`config.mk`:
```
export PLATFORM = sky130hd
export DESIGN_NAME = sw_result_packer
export DESIGN_NICKNAME = d
export VERILOG_FILES = /design/src/rtl/sw_pkg.sv /design/src/rtl/sw_align_lifo.sv /design/src/rtl/sw_result_packer.sv
export SDC_FILE = /design/constraint.sdc
export NUM_CORES = 1
export LEC_CHECK = 0
export BUFFER_PORTS_ARGS = -buffer_cell sky130_fd_sc_hd__buf_2
export CORE_MARGIN = 2
export CORE_UTILIZATION = 47
export CTS_CLUSTER_SIZE = 10
export DETAILED_ROUTE_END_ITERATION = 8
export SYNTH_ARGS = -nofsm -noshare
export SYNTH_HDL_FRONTEND = slang
export SYNTH_SLANG_ARGS = --single-unit
```
`constraint.sdc`:
```
create_clock -name clk -period 21.4 [get_ports clk]
set_input_delay 4.28 -clock clk [delete_from_list [all_inputs] [get_ports clk]]
set_output_delay 4.28 -clock clk [all_outputs]
set_load 0.05 [all_outputs]
```
`src/rtl/sw_pkg.sv`:
```
// Shared Smith-Waterman definitions: letter widths, symbol encodings,
// symbol-pair layout and the result packer state encoding.
// Contents: LETTER_WIDTH, SCORE_WIDTH, SYM_WIDTH, GAP_BIT, SYM_* codes,
//           sw_pair_t, sw_pack_state_t.
package sw_pkg;

  localparam int LETTER_WIDTH = 2;
  localparam int SCORE_WIDTH  = 10;
  localparam int SYM_WIDTH    = LETTER_WIDTH + 1;
  localparam int GAP_BIT      = LETTER_WIDTH;

  localparam logic [SYM_WIDTH-1:0] SYM_A   = 3'b000;
  localparam logic [SYM_WIDTH-1:0] SYM_C   = 3'b001;
  localparam logic [SYM_WIDTH-1:0] SYM_G   = 3'b010;
  localparam logic [SYM_WIDTH-1:0] SYM_T   = 3'b011;
  localparam logic [SYM_WIDTH-1:0] SYM_GAP = 3'b100;

  // One traceback position: query symbol in the upper half.
  typedef struct packed {
    logic [SYM_WIDTH-1:0] query;
    logic [SYM_WIDTH-1:0] database;
  } sw_pair_t;

  typedef enum logic [1:0] {
    IDLE    = 2'd0,
    COLLECT = 2'd1,
    EMIT    = 2'd2
  } sw_pack_state_t;

endpackage

```
`src/rtl/sw_align_lifo.sv`:
```
// Register-array stack of symbol pairs with single push and multi-pop.
// Latency: push/pop take effect on the next edge; the top PACK entries are read combinationally.
// Backpressure: none; a push while full is discarded, the caller tracks the loss.
// Ports: clk, rst (async, active-high); push/push_dat; pop/pop_n (entries removed,
//        must not exceed count); count, full; top_dat[i] = i-th entry from the top
//        (zero where i >= count).
module sw_align_lifo import sw_pkg::*; #(
  parameter int DATA_W = $bits(sw_pair_t),
  parameter int DEPTH  = 64,
  parameter int PACK   = 4,
  localparam int CW    = $clog2(DEPTH + 1),
  localparam int AW    = $clog2(DEPTH),
  localparam int PW    = $clog2(PACK + 1)
) (
  input  logic                         clk,
  input  logic                         rst,
  input  logic                         push,
  input  logic [DATA_W-1:0]            push_dat,
  input  logic                         pop,
  input  logic [PW-1:0]                pop_n,
  output logic [CW-1:0]                count,
  output logic                         full,
  output logic [PACK-1:0][DATA_W-1:0]  top_dat
);

  logic [DATA_W-1:0] mem [DEPTH];

  assign full = (count == CW'(DEPTH));

  // Pop has priority; the packer never pushes and pops in the same cycle.
  always_ff @(posedge clk or posedge rst) begin
    if (rst) begin
      count <= '0;
    end else if (pop) begin
      count <= count - CW'(pop_n);
    end else if (push && !full) begin
      count <= count + 1'b1;
    end
  end

  // Storage needs no reset: reads beyond count are masked to zero.
  always_ff @(posedge clk) begin
    if (push && !full && !pop) begin
      mem[count[AW-1:0]] <= push_dat;
    end
  end

  always_comb begin
    int idx;
    idx     = 0;
    top_dat = '0;
    for (int i = 0; i < PACK; i++) begin
      idx = int'(count) - 1 - i;
      if (idx >= 0) begin
        top_dat[i] = mem[idx[AW-1:0]];
      end
    end
  end

endmodule

```
`src/rtl/sw_result_packer.sv`:
```
// Captures the traceback symbol stream into a LIFO and re-emits it start-to-end, PACK pairs per word.
// Latency: out_valid rises on the edge that accepts the in_last beat; one word per cycle after that.
// Backpressure: out_ready stalls emission with all outputs held; input beats are never stalled (dropped when full or emitting).
// Ports: clk, rst (async, active-high); in_valid/in_last/query_sym_in/database_sym_in/score_in
//        from the core; busy; out_valid/out_ready handshake with out_query_word, out_db_word,
//        out_keep, out_last, out_score, out_len; drop (sticky discard flag).
// Optional: define SW_PACK_STATS_EN to add out_gaps and out_mismatches pair counters.
module sw_result_packer #(
  parameter int LETTER_WIDTH  = sw_pkg::LETTER_WIDTH,
  parameter int SCORE_WIDTH   = sw_pkg::SCORE_WIDTH,
  parameter int MAX_ALIGN_LEN = 64,
  parameter int PACK          = 4,
  localparam int SYM_W        = LETTER_WIDTH + 1,
  localparam int CW           = $clog2(MAX_ALIGN_LEN + 1),
  localparam int KW           = $clog2(PACK + 1)
) (
  input  logic                    clk,
  input  logic                    rst,
  input  logic                    in_valid,
  input  logic                    in_last,
  input  logic [SYM_W-1:0]        query_sym_in,
  input  logic [SYM_W-1:0]        database_sym_in,
  input  logic [SCORE_WIDTH-1:0]  score_in,
  output logic                    busy,
  output logic                    out_valid,
  input  logic                    out_ready,
  output logic [PACK*SYM_W-1:0]   out_query_word,
  output logic [PACK*SYM_W-1:0]   out_db_word,
  output logic [KW-1:0]           out_keep,
  output logic                    out_last,
  output logic [SCORE_WIDTH-1:0]  out_score,
  output logic [CW-1:0]           out_len,
`ifdef SW_PACK_STATS_EN
  output logic [CW-1:0]           out_gaps,
  output logic [CW-1:0]           out_mismatches,
`endif
  output logic                    drop
);

  import sw_pkg::*;

  localparam int GAP_IDX = LETTER_WIDTH;

  sw_pack_state_t                  state_q;
  logic                            busy_q;
  logic                            out_valid_q;
  logic                            drop_q;
  logic [SCORE_WIDTH-1:0]          score_q;
  logic [CW-1:0]                   len_q;

  logic                            push;
  logic                            push_ok;
  logic                            pop;
  logic                            full;
  logic [CW-1:0]                   count;
  logic [CW-1:0]                   len_nxt;
  logic [KW-1:0]                   keep;
  logic [PACK-1:0][2*SYM_W-1:0]    top_dat;

  // Beats are only stored outside EMIT; a full stack silently discards.
  assign push    = in_valid && (state_q != EMIT);
  assign push_ok = push && !full;
  assign len_nxt = count + CW'(push_ok);
  assign pop     = out_valid_q && out_ready;

  sw_align_lifo #(
    .DATA_W (2 * SYM_W),
    .DEPTH  (MAX_ALIGN_LEN),
    .PACK   (PACK)
  ) u_lifo (
    .clk      (clk),
    .rst      (rst),
    .push     (push),
    .push_dat ({query_sym_in, database_sym_in}),
    .pop      (pop),
    .pop_n    (keep),
    .count    (count),
    .full     (full),
    .top_dat  (top_dat)
  );

  // Word lanes come straight from the stack top, so they only change on a pop
  // and hold naturally during a stall. Lane 0 is the most recent push, which is
  // the earliest alignment position.
  always_comb begin
    keep           = '0;
    out_query_word = '0;
    out_db_word    = '0;
    if (out_valid_q) begin
      keep = (count < CW'(PACK)) ? KW'(count) : KW'(PACK);
      for (int i = 0; i < PACK; i++) begin
        if (KW'(i) < keep) begin
          out_query_word[i*SYM_W +: SYM_W] = top_dat[i][2*SYM_W-1:SYM_W];
          out_db_word[i*SYM_W +: SYM_W]    = top_dat[i][SYM_W-1:0];
        end
      end
    end
  end

  assign out_keep  = keep;
  assign out_last  = out_valid_q && (count <= CW'(PACK));
  assign out_valid = out_valid_q;
  assign busy      = busy_q;
  assign drop      = drop_q;
  assign out_score = score_q;
  assign out_len   = len_q;

  always_ff @(posedge clk or posedge rst) begin
    if (rst) begin
      state_q     <= IDLE;
      busy_q      <= 1'b0;
      out_valid_q <= 1'b0;
      drop_q      <= 1'b0;
      score_q     <= '0;
      len_q       <= '0;
    end else begin
      case (state_q)
        IDLE: begin
          if (in_valid) begin
            score_q <= score_in;
            drop_q  <= 1'b0;
            busy_q  <= 1'b1;
            if (in_last) begin
              state_q     <= EMIT;
              out_valid_q <= 1'b1;
              len_q       <= len_nxt;
            end else begin
              state_q <= COLLECT;
            end
          end
        end
        COLLECT: begin
          if (in_valid) begin
            if (full) begin
              drop_q <= 1'b1;
            end
            if (in_last) begin
              state_q     <= EMIT;
              out_valid_q <= 1'b1;
              len_q       <= len_nxt;
            end
          end
        end
        EMIT: begin
          if (in_valid) begin
            drop_q <= 1'b1;
          end
          if (out_valid_q && out_ready && out_last) begin
            state_q     <= IDLE;
            out_valid_q <= 1'b0;
            busy_q      <= 1'b0;
          end
        end
        default: begin
          state_q     <= IDLE;
          out_valid_q <= 1'b0;
          busy_q      <= 1'b0;
        end
      endcase
    end
  end

`ifdef SW_PACK_STATS_EN
  logic pair_gap;
  logic pair_mis;

  assign pair_gap = query_sym_in[GAP_IDX] | database_sym_in[GAP_IDX];
  assign pair_mis = !pair_gap && (query_sym_in != database_sym_in);

  // Counters restart on the first beat and only count pairs actually stored.
  always_ff @(posedge clk or posedge rst) begin
    if (rst) begin
      out_gaps       <= '0;
      out_mismatches <= '0;
    end else if (state_q == IDLE && in_valid) begin
      out_gaps       <= CW'(pair_gap);
      out_mismatches <= CW'(pair_mis);
    end else if (state_q == COLLECT && push_ok) begin
      out_gaps       <= out_gaps + CW'(pair_gap);
      out_mismatches <= out_mismatches + CW'(pair_mis);
    end
  end
`else
  // Statistics counters are not built in this configuration.
`endif

endmodule

```
==> impl_metrics.toml, run 1 <==
[run_status]
status = "finished, final reports clean"

[synth]
synth_most_common_cell = "mux4_2"
ys.flop_type = "edfxtp_1"
ys_ff_latch = 413
ys_seq_area_share_pct = 46.2
synthesis.nets = 1713
netlist_area_um2 = 26500
synthDistinctLibCells = 65
synthTopCellsByArea = "edfxtp_1 44%, mux4_2 35%, dfrtp_1 2.7%"
synth_top_area_share_pct = 43.5
synth.largest_area_cell = "edfxtp_1"
synthCells = 1665
synth_edf_count = 384
synth-async-reset-ratio_pct = 7.02
synth_warnings = 0
synthTopCellsByCount = "411 x mux4_2, 384 x edfxtp_1, 157 x nand2_1, 105 x nor2_1, 72 x clkbuf_1"
avgSynthCellArea_um2 = 15.9

[placed_design]
dp_hpwl_um = 60100
port_buffers = 68
gp_congestion = 0.970

[min_path]
min_from = "out_len[5]$_DFFE_PP0P_"
hold_path_class = "reg -> reg"
whs_path_depth = 2
hold_path_end = "out_len[5]$_DFFE_PP0P_"

[global_routing]
grt_overflow = 0
grt_max_degree = 127
antenna_found_initial = 1
grt_pass1_vias = 17000
grt_use_total_pct = 31.3
grt_pass1_wl_um = 127000

[setup_path]
startpoint_type = "flip-flop"
startpoint = "u_lifo.count[0]$_DFFE_PP0P_"
r2r_end = "u_lifo.mem[18][3]$_DFFE_PP_"
rrSetupSlack_ns = 16.49
worst-setup-path-type = "reg -> out"
cp_slowest_stage_delay_ns = 1.04
critical_path.cell_chain = "clkinv_2 > ha_4 > inv_1 > ha_4 > buf_4 > mux4_2 > mux4_2 > mux2i_1 > o22ai_1 > buf_2"
arrival_ns = 6.84
rr_startpoint = "u_lifo.count[0]$_DFFE_PP0P_"
rr_worst_depth = 8
end_kind = "primary output"
cp_max_fo = 49
required_ns = 17.12
cpMaxStageDelayCell = "ha_4"

[clock_network]
numCtsBuffers = 50
clk_pin_slew_ns = 0.06
cts_htree_levels = 2
cts_sinks = 413
cts_resized = 0
clk_latency_ns = 0.61
cts_setup_buffers = 0
hold_buffers = 0
clock_path_buffers = 3
clockRootBuffer = "clkbuf_16"
cts_tree = "done"

[floorplan]
die_area_um2 = 58300
start_util_pct = 47.3
core_um2 = 56100
rows = 87
io_pins = 69
fp.dieW_um = 241
die_h_um = 241

[detailed_routing]
drcViolationCount = 0
drtIter0Drc = 3434
first_pass_iters = 6
vias = 18100
ant_nets = 0
vias_per_cell = 7.34
drt-total-wl_um = 89500
wl_per_cell_um = 36.3

[sta]
finalCritPeriodShare_pct = 52.0
period_minus_slack_ns = 11.12
worstMarginPinSlew_ns = 1.29
slew_violations = 0
slew_headroom_pct = 13.9
rsz0062_at_grt = "false"
skew_ns = 0.0302
setup_viol = 0
finalSetupTns_ns = 0
fmax_ghz = 0.0899
hold_viol_final = 0

[final_layout]
fillers = 4532
fin_nets = 1726
area_growth_pct = 9.56
multi_input_area_um2 = 13700
regArea_um2 = 12300
layout-drive-gt1-share_pct = 36.8

[run]
cap_viol_max_count = 0
==> critical path: cells and delay by family (launching register included) <==
| kind | cells | cell delay (ns) |
|---|---|---|
| buffers and inverters | 4 | 1.97 |
| muxes | 3 | 1.31 |
| adders and majority gates | 2 | 1.86 |
| DFF | 1 | 0.78 |
| AOI/OAI and AO/OA | 1 | 0.22 |
==> through the flow <==
| stage | cell area (um^2) | std cells | setup WS (ns) | hold WS, ns | util (%) |
|---|---|---|---|---|---|
| floorplan | 26500 | 1665 | 10.45 | 0.510 | - |
| global placement | 27600 | 2382 | 10.91 | 0.461 | 49.3 |
| detailed placement | 27600 | 2382 | 10.79 | 0.470 | 49.3 |
| CTS | 29000 | 2463 | 10.13 | 0.484 | 51.8 |
| global route | 29000 | 2463 | 9.82 | 0.497 | 51.8 |
| finish | 29000 | 2464 | 10.28 | 0.482 | 51.8 |
==> metal layers <==
layer	part of all wire [%]	GRT usage (%)	vias to the layer above
li1	-	-	7053
met1	37	44.2	9288
met2	45	45.9	1548
met3	14	9.42	185
met4	4.1	12.5	2
met5	0.0089	0	-
==> cell type report <==
| type | instances | area share [%] |
|---|---|---|
| inverter | 16 | 0.211 |
| antenna | 1 | 0.00862 |
| timing repair buffer | 106 | 2.24 |
| tap | 756 | 3.26 |
| clock inverter | 11 | 0.254 |
| sequential | 413 | 42.2 |
| clock buffer | 70 | 4.64 |
| multi-input combinational | 1091 | 47.2 |
==> cell families (layout without fill, tap and decap cells) <==
| logic type | count (synthesis) | count (layout) | synth area share, % |
|---|---|---|---|
| AO/OA/AOI/OAI | 167 | 167 | 4.30 |
| AND/OR/NAND/NOR | 361 | 361 | 5.95 |
| flip-flops | 413 | 413 | 46.2 |
| other | 0 | 1 | 0 |
| multiplexers | 501 | 501 | 38.5 |
| adder cells (fa/ha/maj) | 27 | 27 | 1.30 |
| XOR/XNOR | 35 | 35 | 1.21 |
| buffers and inverters | 161 | 203 | 2.54 |
==> worst max path at each step <==
stage / to / slack [ns]
after CTS: out_db_word[6] / 10.13
final: out_db_word[7] / 10.28
after global routing: out_db_word[6] / 9.82
after global placement: out_db_word[6] / 10.91
after detailed placement: out_db_word[6] / 10.79
after floorplan: out_db_word[6] / 10.45
==> registers in the layout (all words and copies together) (netlist names) <==
register      count
out_valid         1
drop              1
busy              1
out_score        10
state_q           2
u_lifo.mem      384
out_len           7
u_lifo.count      7
==> cell usage in the layout (no fill, tap or decap), types with 3 or more instances in the layout <==
cell / instances
mux4_2: 411
edfxtp_1: 384
nand2_1: 157
nor2_1: 104
buf_2: 68
mux2i_1: 61
clkbuf_16: 50
buf_4: 36
o21ai_0: 33
nand3_1: 32
a21oi_1: 29
mux2_2: 29
a211oi_1: 29
dfrtp_1: 28
ha_1: 24
a311oi_1: 21
clkbuf_1: 18
nor3_1: 17
and3_1: 16
xnor2_1: 15
inv_1: 13
o22ai_1: 11
xor2_1: 9
xnor2_2: 9
nand2b_1: 6
nand4_1: 5
nor2b_1: 5
clkinv_2: 5
a31oi_1: 5
o221ai_1: 5
a21o_1: 4
clkinv_1: 4
and2_1: 3
a31o_1: 3
a32oi_1: 3
o311ai_0: 3
nand3b_1: 3
inv_6: 3
Power of run 1 is left out: the tool's default activity adds up to more than one toggle a clock period on the data nets, which glitch-free logic cannot reach.
==> run 2, diff against run 1 <==
==> constraint.sdc (replaced) <==
create_clock -name clk -period 10.9 [get_ports clk]
set_input_delay 2.18 -clock clk [delete_from_list [all_inputs] [get_ports clk]]
set_output_delay 2.18 -clock clk [all_outputs]
set_load 0.05 [all_outputs]
==> run 2 against run 1 <==
  * Clock skew down 0.013 ns
  * Critical path depth up 3
  * Hold slack worse by 0.0086 ns
  * Non-clock buffer count up 1
  * Sequential share of layout area about the same
  * Count of clock-buffer cells in the layout unchanged
  * Die area unchanged
  * Flip-flop and latch count unchanged
  * Cell count down 0.12%
  * Setup slack worse by 7.9 ns
  * Routed wire length up 0.85%
  * Critical path type unchanged
==> impl_metrics.toml, run 2 (synthesis results as in run 1) <==
[floorplan]
core_um2 = 56100
fp.dieW_um = 241
die_area_um2 = 58300
rows = 87
start_util_pct = 47.3
io_pins = 69
die_h_um = 241

[global_routing]
grt_use_total_pct = 31.5
grt_pass1_vias = 17100
grt_overflow = 0
grt_pass1_wl_um = 128000
grt_max_degree = 139
antenna_found_initial = 2

[detailed_routing]
drcViolationCount = 0
wl_per_cell_um = 36.7
drtIter0Drc = 3332
first_pass_iters = 8
vias = 18300
drt-total-wl_um = 90300
vias_per_cell = 7.44
ant_nets = 0

[min_path]
min_from = "out_len[3]$_DFFE_PP0P_"
hold_path_end = "out_len[3]$_DFFE_PP0P_"
hold_path_class = "reg -> reg"
whs_path_depth = 2

[sta]
finalCritPeriodShare_pct = 78.5
slew_headroom_pct = 14.7
hold_viol_final = 0
setup_ws_ns = 2.34
finalSetupTns_ns = 0
fmax_ghz = 0.117
slew_violations = 0
setup_viol = 0
period_minus_slack_ns = 8.56
hold-worst-slack_ns = 0.473
skew_ns = 0.0174
worstMarginPinSlew_ns = 1.28
rsz0062_at_grt = "false"

[setup_path]
critical_path.cell_chain = "clkinv_2 > ha_4 > buf_4 > ha_1 > nor2_1 > or4_1 > nand4b_1 > buf_4 > mux4_2 > nor3_1 > o41ai_1 > nor4b_1 > buf_2"
cp_slowest_stage_delay_ns = 0.69
startpoint_type = "flip-flop"
rr_worst_depth = 8
cp_max_fo = 48
cpMaxStageDelayCell = "dfrtp_4"
critPathTopFamily = "buffers and inverters"
rr_startpoint = "u_lifo.count[0]$_DFFE_PP0P_"
crit_buf_inv = 4
worst-setup-path-type = "reg -> out"
rrSetupSlack_ns = 5.77
r2r_end = "u_lifo.mem[26][5]$_DFFE_PP_"
worst_path_most_repeated_cell = "buf_4"
required_ns = 8.72
arrival_ns = 6.38
end_kind = "primary output"
startpoint = "u_lifo.count[0]$_DFFE_PP0P_"

[final_layout]
final_cells = 2461
area_growth_pct = 9.63
largest_reg_flops = 384
layout_commonest_cell = "mux4_2"
mostFrequentLayoutCells = "411 x mux4_2, 384 x edfxtp_1, 157 x nand2_1"
fin_nets = 1726
layout-drive-gt1-share_pct = 36.8

[clock_network]
cts_tree = "done"
clk_latency_ns = 0.60
clk_pin_slew_ns = 0.06
clockRootBuffer = "clkbuf_16"
numCtsBuffers = 49
cts_sinks = 413
cts_htree_levels = 2
cts_resized = 0
cts_setup_buffers = 0
clock_path_buffers = 3
hold_buffers = 0

[placed_design]
pre_cts_ws_ns = 2.90
dp_hpwl_um = 60600
port_buffers = 68
gp_congestion = 0.960
dp.cells = 2383

[run]
cap_viol_max_count = 0

[run_status]
status = "finished, final reports clean"
run 2: cell count changes in the layout (fill, tap and decap cells not counted), sizes merged:
cell	before	now
buf	106	107
bufinv	0	1
inv	17	16
clkinv	10	6
run 2: cell type report:
cell class	instances	area [um^2]
antenna	1	2.50
clock buffer	70	1360
sequential	413	12300
inverter	16	61.3
timing repair buffer	107	671
fill	4485	27000
clock inverter	7	62.6
tap	756	946
multi-input combinational	1091	13700
run 2: routing by layer:
metal | track usage (%) | vias up | routed length [um]
li1 | - | 7057 | -
met1 | 45.0 | 9512 | 33900
met2 | 45.8 | 1544 | 39900
met3 | 10.4 | 202 | 13100
met4 | 10.3 | 4 | 3360
met5 | 0 | - | 23
run 2: worst reg2reg max path: stages (launching register included):
cell and delay [ns]:
dfrtp_4 0.69, clkinv_2 0.67, ha_1 0.74, nand3_1 0.21, nor3b_1 0.38, nand2_1 0.25
nor2_1 0.27, nand2_1 0.50, nor2_1 1.02
run 2: how the worst max path moves through the flow:
stage	to	slack [ns]	cells after the start
detailed placement	out_query_word[6]	2.90	12
floorplan	out_db_word[6]	2.05	20
global placement	out_query_word[6]	2.96	12
global route	out_db_word[5]	2.00	13
finish	out_db_word[5]	2.34	13
CTS	out_query_word[6]	2.26	12
run 2: through the flow:
step	utilization [%]	area, um^2
after floorplan	-	26500
after global placement	49.3	27600
after detailed placement	49.3	27600
after CTS	51.8	29100
after global routing	51.8	29100
final	51.8	29100
Power of run 2 is left out for the same reason.
==> run 3, diff against run 2 <==
==> constraint.sdc (replaced) <==
create_clock -name clk -period 7.9 [get_ports clk]
set_input_delay 1.58 -clock clk [delete_from_list [all_inputs] [get_ports clk]]
set_output_delay 1.58 -clock clk [all_outputs]
set_load 0.05 [all_outputs]
==> run 3 against run 2 <==
  * Routed wire length is 0.59% higher
  * Die area stayed put
  * Cell area is 1.1% higher
  * Critical path depth is 1 higher
  * Non-clock buffer count is 15 higher
  * Count of clock-buffer cells in the layout is 1 higher
  * Hold slack better by 0.010 ns
  * Critical endpoint unchanged
  * Largest cell class unchanged
==> impl_metrics.toml, run 3 (synthesis results as in run 1) <==
[global_routing]
antenna_found_initial = 5
grt_overflow = 0
grt_pass1_vias = 17500
grt_use_total_pct = 31.8
grtUsageMet1_pct = 45.9
grt_pass1_wl_um = 130000
grt_use_met3_pct = 9.85
use_met2_pct = 45.3
busiest_layer = "met1"
grt_max_degree = 134

[final_layout]
fin_nets = 1742
final_cells = 2481
largest_reg_flops = 384
layout_commonest_cell = "mux4_2"
area_growth_pct = 10.9
layout-drive-gt1-share_pct = 37.4
mostFrequentLayoutCells = "411 x mux4_2, 384 x edfxtp_1, 157 x nand2_1"
fillers = 4514

[floorplan]
fp.dieW_um = 241
die_area_um2 = 58300
core_um2 = 56100
io_pins = 69
die_h_um = 241
rows = 87
start_util_pct = 47.3

[detailed_routing]
vias = 18500
ant_nets = 0
vias_per_cell = 7.47
first_pass_iters = 7
drcViolationCount = 0
wl_per_cell_um = 36.6
drtIter0Drc = 3079
drt-total-wl_um = 90800

[min_path]
hold_path_class = "reg -> reg"

[sta]
slew_violations = 0
setup_viol = 0
rsz0062_at_grt = "false"
hold-worst-slack_ns = 0.484
skew_ns = 0.0184
finalSetupTns_ns = 0
worstMarginPinSlew_ns = 1.29
slew_headroom_pct = 14.1
setup_ws_ns = 0.357
finalCritPeriodShare_pct = 95.5
hold_viol_final = 0
fmax_ghz = 0.133
period_minus_slack_ns = 7.54

[placed_design]
dp_hpwl_um = 61800
gp_congestion = 0.944
pre_cts_ws_ns = 0.753
dp.cells = 2395
port_buffers = 68

[setup_path]
critical_path.cell_chain = "clkinv_2 > ha_4 > xor2_4 > clkinv_1 > ha_1 > and3b_1 > a2111oi_0 > nand4b_1 > buf_4 > mux4_2 > nor3_1 > o41ai_1 > nor4b_2 > buf_12"
crit_buf_inv = 4
required_ns = 6.32
end_kind = "primary output"
critPathTopFamily = "buffers and inverters"
startpoint_type = "flip-flop"
cpMaxStageDelayCell = "dfrtp_4"
arrival_ns = 5.96
cp_max_fo = 51
worst-setup-path-type = "reg -> out"
cp_slowest_stage_delay_ns = 0.90

[clock_network]
clk_latency_ns = 0.59
hold_buffers = 0
cts_htree_levels = 2
clk_pin_slew_ns = 0.05
cts_sinks = 413
clock_path_buffers = 3
clockRootBuffer = "clkbuf_16"
cts_tree = "done"
numCtsBuffers = 50

[run_status]
status = "finished, final reports clean"

[run]
cap_viol_max_count = 0
run 3: cell count changes in the layout (fill, tap and decap cells not counted), moves of 2 or more:
| cell | previous run | this run |
|---|---|---|
| buf_4 | 36 | 51 |
| buf_12 | 3 | 12 |
| buf_2 | 68 | 59 |
| bufinv_16 | 1 | 3 |
run 3: final timing paths:
path | slack, ns | start | depth (start not counted) | end
setup reg to reg | 2.97 | u_lifo.count[0]$_DFFE_PP0P_ | 9 | u_lifo.mem[7][2]$_DFFE_PP_
hold reg to reg | 0.48 | out_len[6]$_DFFE_PP0P_ | 2 | out_len[6]$_DFFE_PP0P_
setup / recovery | 0.36 | u_lifo.count[0]$_DFFE_PP0P_ | 14 | out_db_word[5]
max in group asynchronous | 5.82 | rst | 2 | u_lifo.count[0]$_DFFE_PP0P_
hold / removal | 0.48 | out_len[6]$_DFFE_PP0P_ | 2 | out_len[6]$_DFFE_PP0P_
min in group asynchronous | 1.26 | rst | 2 | out_score[1]$_DFFE_PP0P_
run 3: what timing repair did:
| item | 4_1_cts | 5_1_grt |
|---|---|---|
| hold endpoints to repair | 0 | 0 |
| setup buffers | 0 | 3 |
| endpoints found under the setup margin | 0 | 3 |
| gates resized for setup | 0 | 0 |
run 3: worst register-to-register path: stages (launching register included):
cell and delay [ns]:
dfrtp_4 0.90, clkinv_2 0.21, buf_4 0.34, ha_1 0.48
nand3_1 0.21, nor3b_1 0.40, nand2_1 0.19, nor2_1 0.24
nand2_1 0.49, nor2_1 1.09
run 3: final cells by class:
cell class | count | area (um^2) | area share [%]
multi-input cells | 1091 | 13700 | 46.7
flip-flops and latches | 413 | 12300 | 41.7
well taps | 756 | 946 | 3.22
diodes | 2 | 5.00 | 0.0170
repair buffers | 122 | 918 | 3.12
inverters | 16 | 61.3 | 0.209
clock buffers | 71 | 1360 | 4.63
clock inverters | 10 | 125 | 0.426
run 3: per-stage QoR:
step | utilization, % | cell area (um^2)
2_1_floorplan | - | 26500
3_3_place_gp | 49.7 | 27900
3_5_place_dp | 49.7 | 27900
4_1_cts | 52.4 | 29400
5_1_grt | 52.4 | 29400
6_report | 52.4 | 29400
run 3: routing by layer:
| layer | wire, um | vias up |
|---|---|---|
| met5 | 12 | - |
| met4 | 4110 | 2 |
| met3 | 13100 | 233 |
| met2 | 39600 | 1558 |
| met1 | 34000 | 9640 |
| li1 | - | 7092 |
Power of run 3 is left out for the same reason.
